[config.mk]
export PLATFORM = sky130hd
export DESIGN_NAME = spi_sck_sequencer
export DESIGN_NICKNAME = d
export VERILOG_FILES = /design/src/rtl/spi_pkg.sv /design/src/rtl/spi_halfper_tick.sv /design/src/rtl/spi_sck_sequencer.sv
export SDC_FILE = /design/constraint.sdc
export NUM_CORES = 1
export LEC_CHECK = 0
export ABC_AREA = 1
export CAP_MARGIN = 10
export CORE_MARGIN = 1
export CORE_UTILIZATION = 59
export DETAILED_ROUTE_END_ITERATION = 7
export PLACE_DENSITY = 0.91
export SLEW_MARGIN = 30
export SYNTH_ARGS = -nofsm -noshare
export SYNTH_HDL_FRONTEND = slang
export SYNTH_SLANG_ARGS = --single-unit
[constraint.sdc]
create_clock -name clk_in -period 4.91 [get_ports clk_in]
set_input_delay 0.982 -clock clk_in [delete_from_list [all_inputs] [get_ports clk_in]]
set_output_delay 0.982 -clock clk_in [all_outputs]
set_load 0.01 [all_outputs]
[src/rtl/spi_pkg.sv]
// Shared definitions for the SPI flash controller: sequencer state encodings and
// default field widths, so the APB register block can size its fields to match.
package spi_pkg;

   localparam int unsigned DIV_W_DEF = 8;
   localparam int unsigned CNT_W_DEF = 6;

   localparam logic [1:0] ST_IDLE  = 2'd0;
   localparam logic [1:0] ST_RUN   = 2'd1;
   localparam logic [1:0] ST_TRAIL = 2'd2;

endpackage

[src/rtl/spi_halfper_tick.sv]
// Half-period timer: counts enabled clk_in cycles and ticks (then wraps) when the
// count reaches div, giving one tick every div+1 cycles.
module spi_halfper_tick #(
   parameter int unsigned DIV_W = spi_pkg::DIV_W_DEF
) (
   input  logic             clk_in,
   input  logic             rst,
   input  logic             clear,
   input  logic             enable,
   input  logic [DIV_W-1:0] div,
   output logic             tick
);

   logic [DIV_W-1:0] cnt_q, cnt_d;

   assign tick = enable && !clear && (cnt_q == div);

   always_comb begin
      cnt_d = cnt_q;
      if (clear || tick) begin
         cnt_d = '0;
      end else if (enable) begin
         cnt_d = cnt_q + DIV_W'(1);
      end
   end

   always_ff @(posedge clk_in or negedge rst) begin
      if (!rst) begin
         cnt_q <= '0;
      end else begin
         cnt_q <= cnt_d;
      end
   end

endmodule

[src/rtl/spi_sck_sequencer.sv]
// SPI SCK sequencer: times SCK half-periods, frames an N-bit transfer by counting
// SCK edges, and emits registered sample/shift strobes, busy and a done pulse.
module spi_sck_sequencer
   import spi_pkg::*;
#(
   parameter int unsigned DIV_W = DIV_W_DEF,
   parameter int unsigned CNT_W = CNT_W_DEF
) (
   input  logic             clk_in,
   input  logic             rst,
   input  logic             start,
   input  logic             abort,
   input  logic [DIV_W-1:0] div,
   input  logic [CNT_W-1:0] nbits,
   input  logic             cpol,
   input  logic             cpha,
   output logic             sck,
   output logic             sample_stb,
   output logic             shift_stb,
   output logic             busy,
   output logic             done
);

   localparam int unsigned EDGE_W = CNT_W + 1;

   logic [1:0]        state_q, state_d;
   logic              sck_q, sck_d;
   logic              sample_q, sample_d;
   logic              shift_q, shift_d;
   logic              done_q, done_d;
   logic [DIV_W-1:0]  div_q, div_d;
   logic [CNT_W-1:0]  nbits_q, nbits_d;
   logic              cpol_q, cpol_d;
   logic              cpha_q, cpha_d;
   logic [EDGE_W-1:0] edge_q, edge_d;

   logic              tick;
   logic              timer_clear;
   logic [EDGE_W-1:0] edge_nxt;
   logic              leading;
   logic              last_edge;

   // Timer is held cleared in IDLE so every transfer starts from a fresh half-period.
   assign timer_clear = (state_q == ST_IDLE);

   spi_halfper_tick #(
      .DIV_W (DIV_W)
   ) u_halfper_tick (
      .clk_in (clk_in),
      .rst    (rst),
      .clear  (timer_clear),
      .enable (!timer_clear),
      .div    (div_q),
      .tick   (tick)
   );

   assign edge_nxt  = edge_q + EDGE_W'(1);
   assign leading   = edge_nxt[0];
   assign last_edge = (edge_nxt == {nbits_q, 1'b0});

   always_comb begin
      state_d  = state_q;
      sck_d    = sck_q;
      sample_d = 1'b0;
      shift_d  = 1'b0;
      done_d   = 1'b0;
      div_d    = div_q;
      nbits_d  = nbits_q;
      cpol_d   = cpol_q;
      cpha_d   = cpha_q;
      edge_d   = edge_q;
      case (state_q)
         ST_IDLE: begin
            sck_d = cpol;
            if (start && !abort) begin
               if (nbits != '0) begin
                  div_d   = div;
                  nbits_d = nbits;
                  cpol_d  = cpol;
                  cpha_d  = cpha;
                  edge_d  = '0;
                  state_d = ST_RUN;
               end else begin
                  done_d = 1'b1;
               end
            end
         end
         ST_RUN: begin
            if (abort) begin
               sck_d   = cpol_q;
               state_d = ST_IDLE;
            end else if (tick) begin
               sck_d  = ~sck_q;
               edge_d = edge_nxt;
               if (cpha_q) begin
                  shift_d  = leading;
                  sample_d = !leading;
               end else begin
                  sample_d = leading;
                  shift_d  = !leading && !last_edge;
               end
               if (last_edge) begin
                  state_d = ST_TRAIL;
               end
            end
         end
         ST_TRAIL: begin
            sck_d = cpol_q;
            if (abort) begin
               state_d = ST_IDLE;
            end else if (tick) begin
               done_d  = 1'b1;
               state_d = ST_IDLE;
            end
         end
         default: begin
            state_d = ST_IDLE;
         end
      endcase
   end

   always_ff @(posedge clk_in or negedge rst) begin
      if (!rst) begin
         state_q  <= ST_IDLE;
         sck_q    <= 1'b0;
         sample_q <= 1'b0;
         shift_q  <= 1'b0;
         done_q   <= 1'b0;
         div_q    <= '0;
         nbits_q  <= '0;
         cpol_q   <= 1'b0;
         cpha_q   <= 1'b0;
         edge_q   <= '0;
      end else begin
         state_q  <= state_d;
         sck_q    <= sck_d;
         sample_q <= sample_d;
         shift_q  <= shift_d;
         done_q   <= done_d;
         div_q    <= div_d;
         nbits_q  <= nbits_d;
         cpol_q   <= cpol_d;
         cpha_q   <= cpha_d;
         edge_q   <= edge_d;
      end
   end

   assign sck        = sck_q;
   assign sample_stb = sample_q;
   assign shift_stb  = shift_q;
   assign busy       = (state_q != ST_IDLE);
   assign done       = done_q;

endmodule

==> results.toml <==
[power]
clockPowerShare_pct = 14.4
p_leak_nw = 1.13
p_per_area_nw_per_um2 = 461
p_int_mw = 0.630
peakVddDrop_mv = 0.273
power_mw = 1.09
swShare_pct = 42.3
share_comb_of_total_power_pct = 43.5
switchingPower_mw = 0.462
pwr-share-seq_pct = 42.1

[clocking]
cts_buffers = 5
clock_latency_ns = 0.36
ctsRootBufferMaster = "clkbuf_4"
cts_hold_buf = 0
ctsResizeCount = 0
cts_sinks = 37
post_cts_buffers = 0
htreeDepth = 2
clk_path_buf_depth = 2
path_clk_slew_ns = 0.10
tritoncts = "yes"

[timing]
rsz0062_at_grt = "no"
setup_viol = 0
final.setup_skew_ns = 0.00833
tns_ns = 0
min_period_ns = 2.70
drv_slew = 0
post-route-period-util_pct = 55.0
slew_headroom_pct = 69.3
hold_viol = 0
max_freq_ghz = 0.370
worst_slew_pin_slew_ns = 0.461

[floorplanning]
core_area_um2 = 3340
top_level_ports = 25
row_count = 21
die_w_um = 61.0
start_util_pct = 61.6
dieArea_um2 = 3720
dieHeight_um = 61.0

[global_route]
grt_pass1_wl_um = 6760
grt_use_total_pct = 25.5
grt_max_degree = 38
grt_overflow = 0
antenna_found_initial = 0
grt_pass1_vias = 1660

[critical_path]
max_stage_delay_ns = 0.54
cpMaxStageDelayCell = "clkdlybuf4s50_1"
start_kind = "register"
r2r_end = "state_q[0]"
critPathBufInv = 3
ff2ff_path_depth = 12
crit_top_cell = "inv_1"
rr_startpoint = "edge_q[0]"
worstPathCellList = "inv_1 -> ha_1 -> inv_1 -> clkdlybuf4s50_1"
critPathTopFamily = "buffers and inverters"
crit_type = "reg -> out"
worstPathArrival_ns = 1.72
rrSetupSlack_ns = 3.03
cp_max_fo = 4
crit_path_end_kind = "output port"
cp.required_ns = 3.93

[logic_synthesis]
synth_cells = 270
synth_flop_cell = "dfrtp_1"
synth_edf_count = 0
synth_common_cells = "nand2_1, inv_1, dfrtp_1"
synthDominantCellAreaShare_pct = 45.1
async_flop_share_pct = 100
synthDistinctLibCells = 24
yosys_warnings = 0
ys_ff_latch = 37
synthesis.area_um2 = 2050
avgSynthCellArea_um2 = 7.61
syn-num-nets = 295
yosys.area.top_type = "dfrtp_1"
synth_area_leaders = "dfrtp_1, nand2_1, inv_1"
synth-seq-area-share_pct = 45.1
yosysMostFrequentCell = "nand2_1"

[status]
status = "completed"

[finish]
fin_util_pct = 71.0
fin_cells = 345
layout-drive-gt1-share_pct = 8.03
fin_nets = 323
area_delta_synth_final_pct = 15.3
antenna_cells = 0
fillers = 285

[worst_hold_path]
hold_depth = 1
hp-start = "u_halfper_tick.cnt_q[0]"
hold_end = "u_halfper_tick.cnt_q[0]"
hp-class = "reg -> reg"

[routing]
routed_wl_um = 4090
dr.pass1.iters = 4
num_vias = 1761
final_antenna_net_count = 0
avgRoutedWirePerCell_um = 11.9
drt_first_iter_violations = 103
vias_per_cell = 5.10
drc_errors = 0

[flow_run]
drv_cap = 0

[place]
portBuffers = 24
hpwlAfterDp_um = 3130
dpl.cell_count = 337
gp_congestion = 0.833
cell type report:
type | instances | area, um^2 | share of cell area (%)
multi-input combinational | 185 | 925 | 39.0
inverter | 44 | 165 | 6.97
clock buffer | 8 | 48.8 | 2.06
timing repair buffer | 25 | 248 | 10.5
sequential | 37 | 926 | 39.1
tap | 46 | 57.6 | 2.43
worst reg2reg max path: stages, from the launching register on:
cell and delay [ns]:
dfrtp_1 0.49, ha_1 0.27, nand2_2 0.10, nor2_2 0.13, nand3_1 0.12, nand3_1 0.11
nand2_1 0.05, nor2_1 0.11, nand2_1 0.12, nand2_2 0.10, nand3_2 0.07, nand2_1 0.07
nand2_1 0.04
stage by stage:
| step | setup WS [ns] | cell area [um^2] | hold WS, ns |
|---|---|---|---|
| global route | 2.13 | 2370 | 0.532 |
| CTS | 2.20 | 2370 | 0.498 |
| finish | 2.21 | 2370 | 0.499 |
| detailed placement | 2.23 | 2320 | 0.472 |
| global placement | 2.36 | 2320 | 0.478 |
| floorplan | 2.92 | 2050 | 0.443 |
how the worst max path moves through the flow:
| stage | endpoint | slack, ns | cells after the start | start |
|---|---|---|---|---|
| after floorplan | div_q[5] | 2.92 | 7 | nbits[3] |
| after global placement | div_q[6] | 2.36 | 7 | nbits[3] |
| after detailed placement | div_q[7] | 2.23 | 7 | nbits[3] |
| after CTS | busy | 2.20 | 4 | state_q[0] |
| after global routing | busy | 2.13 | 4 | state_q[0] |
| final | busy | 2.21 | 4 | state_q[1] |
routing by layer:
layer | vias up | GRT usage [%] | share of wire [%]
li1 | 899 | - | -
met3 | 6 | 6.93 | 4.0
met2 | 29 | 46.9 | 51
met4 | 0 | 8.12 | 1.4
met1 | 827 | 28.6 | 43
met5 | - | 0 | 0
layout by cell type, fill, tap and decap left out, types with 5 or more instances in the layout:
cell / synthesis / final
clkbuf_4: 0 / 5
clkdlybuf4s50_1: 0 / 24
dfrtp_1: 37 / 37
ha_1: 5 / 5
inv_1: 41 / 41
nand2_1: 86 / 86
nand3_1: 15 / 15
nand4_1: 6 / 6
nor2_1: 20 / 20
nor3_1: 5 / 5
o21ai_0: 19 / 19
o21ai_2: 8 / 8
power by group through the flow:
| stage | combinational (mW) | sequential [mW] | clock (mW) |
|---|---|---|---|
| 3_5_place_dp | 0.475 | 0.463 | 0 |
| 5_1_grt | 0.545 | 0.473 | 0.173 |
| 3_3_place_gp | 0.455 | 0.460 | 0 |
| 6_report | 0.475 | 0.460 | 0.157 |
| 4_1_cts | 0.477 | 0.459 | 0.160 |
| 2_1_floorplan | 0.374 | 0.450 | 0 |
kinds of logic (layout without fill, tap and decap cells):
kind of cell / count (synthesis) / in the layout / synth area share [%]
simple gates: 143 / 143 / 30.3
buf+inv: 48 / 77 / 9.93
flops: 37 / 37 / 45.1
compound gates: 32 / 32 / 9.50
fa+ha+maj: 5 / 5 / 3.05
xor+xnor: 5 / 5 / 2.13
registers in the layout, summed over array words and instances (netlist names):
| signal | cells |
|---|---|
| div_q | 8 |
| u_halfper_tick.cnt_q | 8 |
| edge_q | 7 |
| nbits_q | 6 |
| state_q | 2 |
| cpha_q | 1 |
| cpol_q | 1 |
| done | 1 |
| sample_stb | 1 |
| sck | 1 |
| shift_stb | 1 |
No activity file was read; power rests on OpenSTA's default activity.
